`src/rtl/serial_adder_pkg.sv`:
```
// Shared helpers for the bit-serial adder slice.
package serial_adder_pkg;

  localparam int unsigned WIDTH_MIN = 2;
  localparam int unsigned WIDTH_MAX = 32;

  // Counter holds 0..WIDTH-1 with headroom so it never wraps inside an operation.
  function automatic int cnt_width(input int w);
    return $clog2(w) + 1;
  endfunction

endpackage

```
`src/rtl/serial_adder_adder.sv`:
```
// 1-bit full adder shared by the serial datapath.
module adder (
  input  logic A,
  input  logic B,
  input  logic CIN,
  output logic SUM,
  output logic COUT
);

  assign SUM  = A ^ B ^ CIN;
  assign COUT = (A & B) | (A & CIN) | (B & CIN);

endmodule

```
`src/rtl/serial_adder.sv`:
```
// Bit-serial adder: one full-adder step per clock, LSB first, WIDTH cycles per sum.
module serial_adder
  import serial_adder_pkg::*;
#(
  parameter int WIDTH = 8
) (
  input  logic             clk,
  input  logic             rst_n,
  input  logic             start,
  input  logic [WIDTH-1:0] a,
  input  logic [WIDTH-1:0] b,
  input  logic             cin,
  output logic             busy,
  output logic             done,
  output logic [WIDTH-1:0] sum,
  output logic             cout
);

  localparam int CW = cnt_width(WIDTH);

  localparam logic [1:0] S_IDLE  = 2'd0;
  localparam logic [1:0] S_SHIFT = 2'd1;
  localparam logic [1:0] S_DONE  = 2'd2;

  logic [1:0]       state_q, state_d;
  logic [WIDTH-1:0] a_q, a_d;
  logic [WIDTH-1:0] b_q, b_d;
  logic [WIDTH-1:0] s_q, s_d;
  logic [WIDTH-1:0] sum_q, sum_d;
  logic             carry_q, carry_d;
  logic             cout_q, cout_d;
  logic [CW-1:0]    cnt_q, cnt_d;
  logic             fa_sum, fa_cout;

  adder u_fa (
    .A    (a_q[0]),
    .B    (b_q[0]),
    .CIN  (carry_q),
    .SUM  (fa_sum),
    .COUT (fa_cout)
  );

  always_comb begin
    state_d = state_q;
    a_d     = a_q;
    b_d     = b_q;
    s_d     = s_q;
    sum_d   = sum_q;
    carry_d = carry_q;
    cout_d  = cout_q;
    cnt_d   = cnt_q;
    case (state_q)
      S_IDLE: begin
        if (start) begin
          a_d     = a;
          b_d     = b;
          carry_d = cin;
          cnt_d   = '0;
          state_d = S_SHIFT;
        end
      end
      S_SHIFT: begin
        s_d     = {fa_sum, s_q[WIDTH-1:1]};
        carry_d = fa_cout;
        a_d     = {1'b0, a_q[WIDTH-1:1]};
        b_d     = {1'b0, b_q[WIDTH-1:1]};
        cnt_d   = cnt_q + CW'(1);
        // Last bit: publish the completed result straight from the adder output.
        if (cnt_q == CW'(WIDTH - 1)) begin
          sum_d   = {fa_sum, s_q[WIDTH-1:1]};
          cout_d  = fa_cout;
          state_d = S_DONE;
        end
      end
      S_DONE:  state_d = S_IDLE;
      default: state_d = S_IDLE;
    endcase
  end

  always_ff @(posedge clk or negedge rst_n) begin
    if (!rst_n) begin
      state_q <= S_IDLE;
      a_q     <= '0;
      b_q     <= '0;
      s_q     <= '0;
      sum_q   <= '0;
      carry_q <= 1'b0;
      cout_q  <= 1'b0;
      cnt_q   <= '0;
    end else begin
      state_q <= state_d;
      a_q     <= a_d;
      b_q     <= b_d;
      s_q     <= s_d;
      sum_q   <= sum_d;
      carry_q <= carry_d;
      cout_q  <= cout_d;
      cnt_q   <= cnt_d;
    end
  end

  assign busy = (state_q == S_SHIFT);
  assign done = (state_q == S_DONE);
  assign sum  = sum_q;
  assign cout = cout_q;

endmodule

```
`config.mk`:
```
export PLATFORM = sky130hd
export DESIGN_NAME = serial_adder
export DESIGN_NICKNAME = d
export VERILOG_FILES = /design/src/rtl/serial_adder_pkg.sv /design/src/rtl/serial_adder_adder.sv /design/src/rtl/serial_adder.sv
export SDC_FILE = /design/constraint.sdc
export NUM_CORES = 1
export LEC_CHECK = 0
export BUFFER_PORTS_ARGS = -buffer_cell sky130_fd_sc_hd__buf_2
export CORE_MARGIN = 4
export CORE_UTILIZATION = 45
export DETAILED_ROUTE_END_ITERATION = 10
export HOLD_SLACK_MARGIN = 0.05
export PLACE_DENSITY = 0.75
export SYNTH_ARGS = -nofsm -noshare
export SYNTH_HDL_FRONTEND = slang
export SYNTH_SLANG_ARGS = --single-unit
```
`constraint.sdc`:
```
create_clock -name clk -period 2.5 [get_ports clk]
set_input_delay 0.25 -clock clk [delete_from_list [all_inputs] [get_ports clk]]
set_output_delay 0.25 -clock clk [all_outputs]
set_load 0.005 [all_outputs]
```
Yosys cells after proc, flatten, opt, wreduce, memory -nomap -nowiden
Cells that the tools add are included.
{"block": "totals", "wordCells": 37, "ff_bits": 40, "out_inout_bits": 11}
{"block": "op_classes", "n_eq_ne": 5, "n_mux": 11, "n_reduce_logical": 5, "bitwise": 7, "n_addsub": 1}
{"op": "8-bit case mux with 2 select lines", "count": 2}
{"op": "8-bit two-way mux", "count": 2}
{"op": "4-bit case mux with 2 select lines", "count": 1}
{"op": "2-bit AND reduction", "count": 3}
{"op": "4-bit by 1-bit adder with 4-bit output (second input constant)", "count": 1}
{"op": "4-bit by 3-bit == test with 1-bit output (second input constant)", "count": 1}
{"op": "2-bit two-way mux", "count": 2}
{"op": "4-bit two-way mux", "count": 1}
{"op": "2-bit case mux with 2 select lines", "count": 1}
{"op": "1-bit AND", "count": 3}
{"op": "2-bit by 1-bit == test with 1-bit output (second input constant)", "count": 1}
{"op": "2-bit == test (second input constant)", "count": 1}
{"op": "2-bit logical NOT", "count": 1}
{"op": "2-bit by 1-bit != test with 1-bit output (second input constant)", "count": 1}
{"op": "2-bit != test (second input constant)", "count": 1}
{"op": "1-bit OR", "count": 2}
{"op": "1-bit case mux with 2 select lines", "count": 1}
{"op": "2-bit nonzero test", "count": 1}
{"op": "1-bit bitwise XOR", "count": 2}
{"op": "1-bit two-way mux", "count": 1}

Logic depth before layout (Yosys ltp)
{"block": "depth", "word_depth": 4, "depth_mapped": 6, "mapped_depth_nobuf": 4}

Modules after synthesis
From an unflattened synthesis, not the netlist that was laid out.
{"block": "hier_totals", "hier_cells": 168, "area_unflattened_um2": 1765.4}
{"module": "serial_adder", "instances": 1, "cells_per_inst": 167, "area_per_inst_um2": 1745.4, "seq_area_each_um2": 975.9}
{"module": "adder", "instances": 1, "cells_per_inst": 1, "area_per_inst_um2": 20.0, "seq_area_each_um2": 0.0}

Worst setup path before layout
OpenSTA, ideal clock, no wires.
{"block": "synth_timing", "path_type": "reg-to-reg", "from": "reg cnt_q[0]", "to": "reg sum_q[0] (netlist: sum[0])", "synth_period_minus_slack_ps": 1420, "setup_ps": 125, "t_required_ps": 2375, "t_arrival_ps": 1296, "n_path_buf": 0, "path_slack_ps": 1080, "path_stages_with_launch": 5, "path_cell_list": "dfrtp_1 -> ha_1 -> nand2_1 -> nor3_4 -> mux2_2"}
{"block": "synth_via", "elab_chain_len": 2}
{"element": "from (decl)", "line_no": "serial_adder.sv:32", "text": "logic [CW-1:0] cnt_q, cnt_d;"}
{"element": "from (signal assigned)", "line_no": "serial_adder.sv:98", "text": "cnt_q <= cnt_d;"}
{"element": "4-bit by 3-bit == test with 1-bit output", "line_no": "serial_adder.sv:69", "text": "if (cnt_q == CW'(WIDTH - 1)) begin"}
{"element": "2-bit AND reduction (no line)"}
{"element": "to (signal assigned)", "line_no": "serial_adder.sv:95", "text": "sum_q <= sum_d;"}
{"element": "to (decl)", "line_no": "serial_adder.sv:29", "text": "logic [WIDTH-1:0] sum_q, sum_d;"}
Every way passes these cells.
A chain may end at the register's enable or synchronous reset.

Worst setup path after layout
{"block": "layout_timing", "from": "reg state_q[0]", "to": "reg b_q[4]"}
{"block": "layout_via", "elab_chain_len": 3, "word_cells_on_any_way": 6}
{"element": "from (decl)", "line_no": "serial_adder.sv:25", "text": "logic [1:0] state_q, state_d;"}
{"element": "from (signal assigned)", "line_no": "serial_adder.sv:91", "text": "state_q <= state_d;"}
{"element": "2-bit by 1-bit == test with 1-bit output / 2-bit logical NOT (equally long branches)", "line_no": "serial_adder.sv:52", "text": "case (state_q)"}
{"element": "2-bit nonzero test (no line) / 2-bit != test (equally long branches)"}
{"element": "2-bit AND reduction (no line)"}
{"element": "to (signal assigned)", "line_no": "serial_adder.sv:84", "text": "b_q <= '0;"}
{"element": "to (signal assigned)", "line_no": "serial_adder.sv:93", "text": "b_q <= b_d;"}
{"element": "to (decl)", "line_no": "serial_adder.sv:27", "text": "logic [WIDTH-1:0] b_q, b_d;"}
Parallel ways exist; a longest one is shown, timed or not.

==> run_results.csv <==
group,metric,value,unit
min_path,hp-class,"in2async",
route,dr.pass1.iters,4,
global_route,grt_use_total,15.7,%
critical_path,cp_slowest_cell,"nor2b_1",
clock_tree,cts-resized-gates,0,
timing,tightest_slew,842,ps
timing,timing.final.crit_share,69.5,%
critical_path,cp_max_fo,25,
timing,finalCriticalPeriod,1740,ps
global_route,grt_pass1_wl,5.42,mm
clock_tree,cts_max_path_buffers,2,
place,gp_congestion,0.779,
timing,hold_viol,0,
timing,rsz0062_at_grt,"no",
critical_path,cp_num_buf_inv,1,
place,place_ws,800,ps
critical_path,crit_arrival,1940,ps
timing,slew_headroom,43.8,%
critical_path,r2r_cells,4,
synth,ys_types,25,
timing,finalSetupViolCount,0,
clock_tree,clk_pin_slew_worst_paths,70,ps
timing,whs,63.3,ps
synth,yosys_warnings,0,
clock_tree,cts_root_buf,"clkbuf_8",
timing,layout_setup_ws,763,ps
final_layout,finalNetCount,207,
critical_path,cp-end-kind,"flip-flop",
floorplanning,die_h,68.6,µm
final_layout,final_common_cell,"nand2_1",
final_layout,final_cell_mix,"40 x nand2_1, 39 x dfrtp_1, 30 x buf_2",
critical_path,path_cells,"buf_4 > nor2b_1 > a22oi_1 > o21ai_0",
floorplanning,io_pins,31,
synth,synth_area,1650,µm²
final_layout,n_antenna_cell,0,
critical_path,cpLargestDelayFamily,"simple AND/OR/NAND/NOR gates",
power,power_density,1190,nW/µm²
route,drt-wirelength-per-cell,13.9,µm
synth,synth_nets,176,
clock_tree,cts_tree,"yes",
floorplanning,die_w,68.6,µm
critical_path,max_stage_delay,660,ps
place,dp_hpwl,2.27,mm
route,wl,3.23,mm
global_route,antenna_found_initial,0,
floorplanning,placementRows,21,
final_layout,fin_util,56.0,%
timing,max_freq,576,MHz
floorplanning,dieArea,4710,µm²
clock_tree,clkLatencyLatePin,290,ps
place,numPortBuffers,30,
synth,syn-instance-count,154,
final_layout,n_fill_cell,302,
route,vias_per_cell,5.27,
timing,finalMaxSlewViolations,0,
clock_tree,cts_hold_buf,0,
global_route,gr-total-overflow,0,
flow_run,maxCapViolCount,0,
power,power.leakage,0.927,nW
final_layout,syn2layout_area_growth,16.6,%
critical_path,path_class,"reg2reg",
critical_path,required,2700,ps
clock_tree,cts_buffers,5,
timing,setup_tns,0,ps
route,vias,1222,
critical_path,cp.depth,4,
route,drcViolationCount,0,
clock_tree,htreeDepth,2,
synth,yosys_register_bits,39,
global_route,grt_start_max_net_pins,40,
synth,avgSynthCellArea,10.7,µm²
final_layout,layout-drive-gt1-share,26.9,%
critical_path,critPathLaunchType,"flip-flop",
floorplanning,start_util,48.0,%
global_route,grt_pass1_vias,1258,
route,ant_nets,0,
timing,fin_skew,4.98,ps
route,drt-initial-drc-count,84,
clock_tree,numClockSinks,39,
clock_tree,cts_setup_buffers,0,
floorplanning,core,3440,µm²
power,ir_drop,0.556,mV
run_status,outcome,"completed",
synth,seq_area_frac_synth,59.0,%
## worst reg2reg max path, delay by kind of cell, from the launching register on
family,cells,cell delay (ps)
buf+inv,1,220
simple gates,1,660
compound gates,2,380
flops,1,390
## synth_stat cells
cell | n | area [µm²]
fa_1 | 1 | 20.0
nor2b_1 | 3 | 18.8
nor2_1 | 3 | 11.3
mux2_2 | 8 | 90.1
inv_1 | 1 | 3.75
a22oi_1 | 13 | 97.6
ha_1 | 1 | 12.5
a32o_1 | 1 | 10.0
nand2b_2 | 1 | 8.76
o21bai_1 | 1 | 7.51
or3_1 | 1 | 6.26
clkbuf_1 | 5 | 18.8
and3b_1 | 2 | 17.5
buf_2 | 3 | 15.0
nor3_4 | 1 | 16.3
a22o_1 | 2 | 17.5
mux2_1 | 2 | 22.5
clkinv_1 | 1 | 3.75
dfrtp_1 | 39 | 976
nand2_1 | 40 | 150
nand3_1 | 3 | 15.0
a21oi_1 | 3 | 15.0
o21ai_0 | 17 | 85.1
buf_4 | 1 | 7.51
a31oi_1 | 1 | 6.26
## layout make-up
cell class	instances	area [µm²]	area share, %
Clock buffer	6	72.6	3.77
Tap cell	46	57.6	2.99
Timing Repair Buffer	33	173	8.96
Clock inverter	2	12.5	0.649
Inverter	2	7.51	0.390
Sequential cell	39	976	50.6
Multi-Input combinational cell	104	628	32.6
## power breakdown
| part | switching (mW) | internal [mW] | total (mW) | leakage, nW |
|---|---|---|---|---|
| registers | 0.163 | 0.895 | 1.06 | 0.506 |
| logic | 0.458 | 0.366 | 0.824 | 0.380 |
| clock network | 0.212 | 0.195 | 0.407 | 0.0412 |
| total | 0.833 | 1.46 | 2.29 | 0.927 |
## registers in the layout, indices dropped and copies added, names as in the netlist
name and flops:
s_q 7, carry_q 1, b_q 8, cnt_q 4, state_q 2, a_q 8
cout 1, sum 8
## cell families (layout without fill, tap and decap cells)
family	count (synthesis)	count (layout)	synth area share, %
AO/OA/AOI/OAI	38	38	14.5
adder cells (fa/ha/maj)	2	2	1.97
buffers and inverters	11	43	2.95
flip-flops	39	39	59.0
multiplexers	10	10	6.81
AND/OR/NAND/NOR	54	54	14.8
## per-stage QoR
stage	cell area (µm²)	total power, mW	instances
global route	1930	2.48	232
detailed placement	1840	1.90	224
finish	1930	2.29	232
floorplan	1650	1.64	154
CTS	1930	2.32	232
global placement	1840	1.85	224
## final timing paths
path	startpoint	to	slack (ps)
setup / recovery	state_q[0]$_DFFE_PN0P_	b_q[4]$_DFFE_PN0P_	760
hold / removal	rst_n	b_q[7]$_DFFE_PN0P_	60
setup reg to reg	state_q[0]$_DFFE_PN0P_	b_q[4]$_DFFE_PN0P_	760
hold reg to reg	b_q[5]$_DFFE_PN0P_	b_q[5]$_DFFE_PN0P_	490
max in group asynchronous	rst_n	a_q[7]$_DFFE_PN0P_	1910
min in group clk	a[0]	a_q[0]$_DFFE_PN0P_	260
## routing by layer
layer | vias to the layer above | track usage (%) | wire length (µm)
li1 | 594 | - | -
met1 | 606 | 19.8 | 1440
met2 | 16 | 24.8 | 1650
met3 | 6 | 5.19 | 105
met4 | 0 | 6.20 | 46
met5 | - | 0 | 0
(Power assumes the default switching activity.)
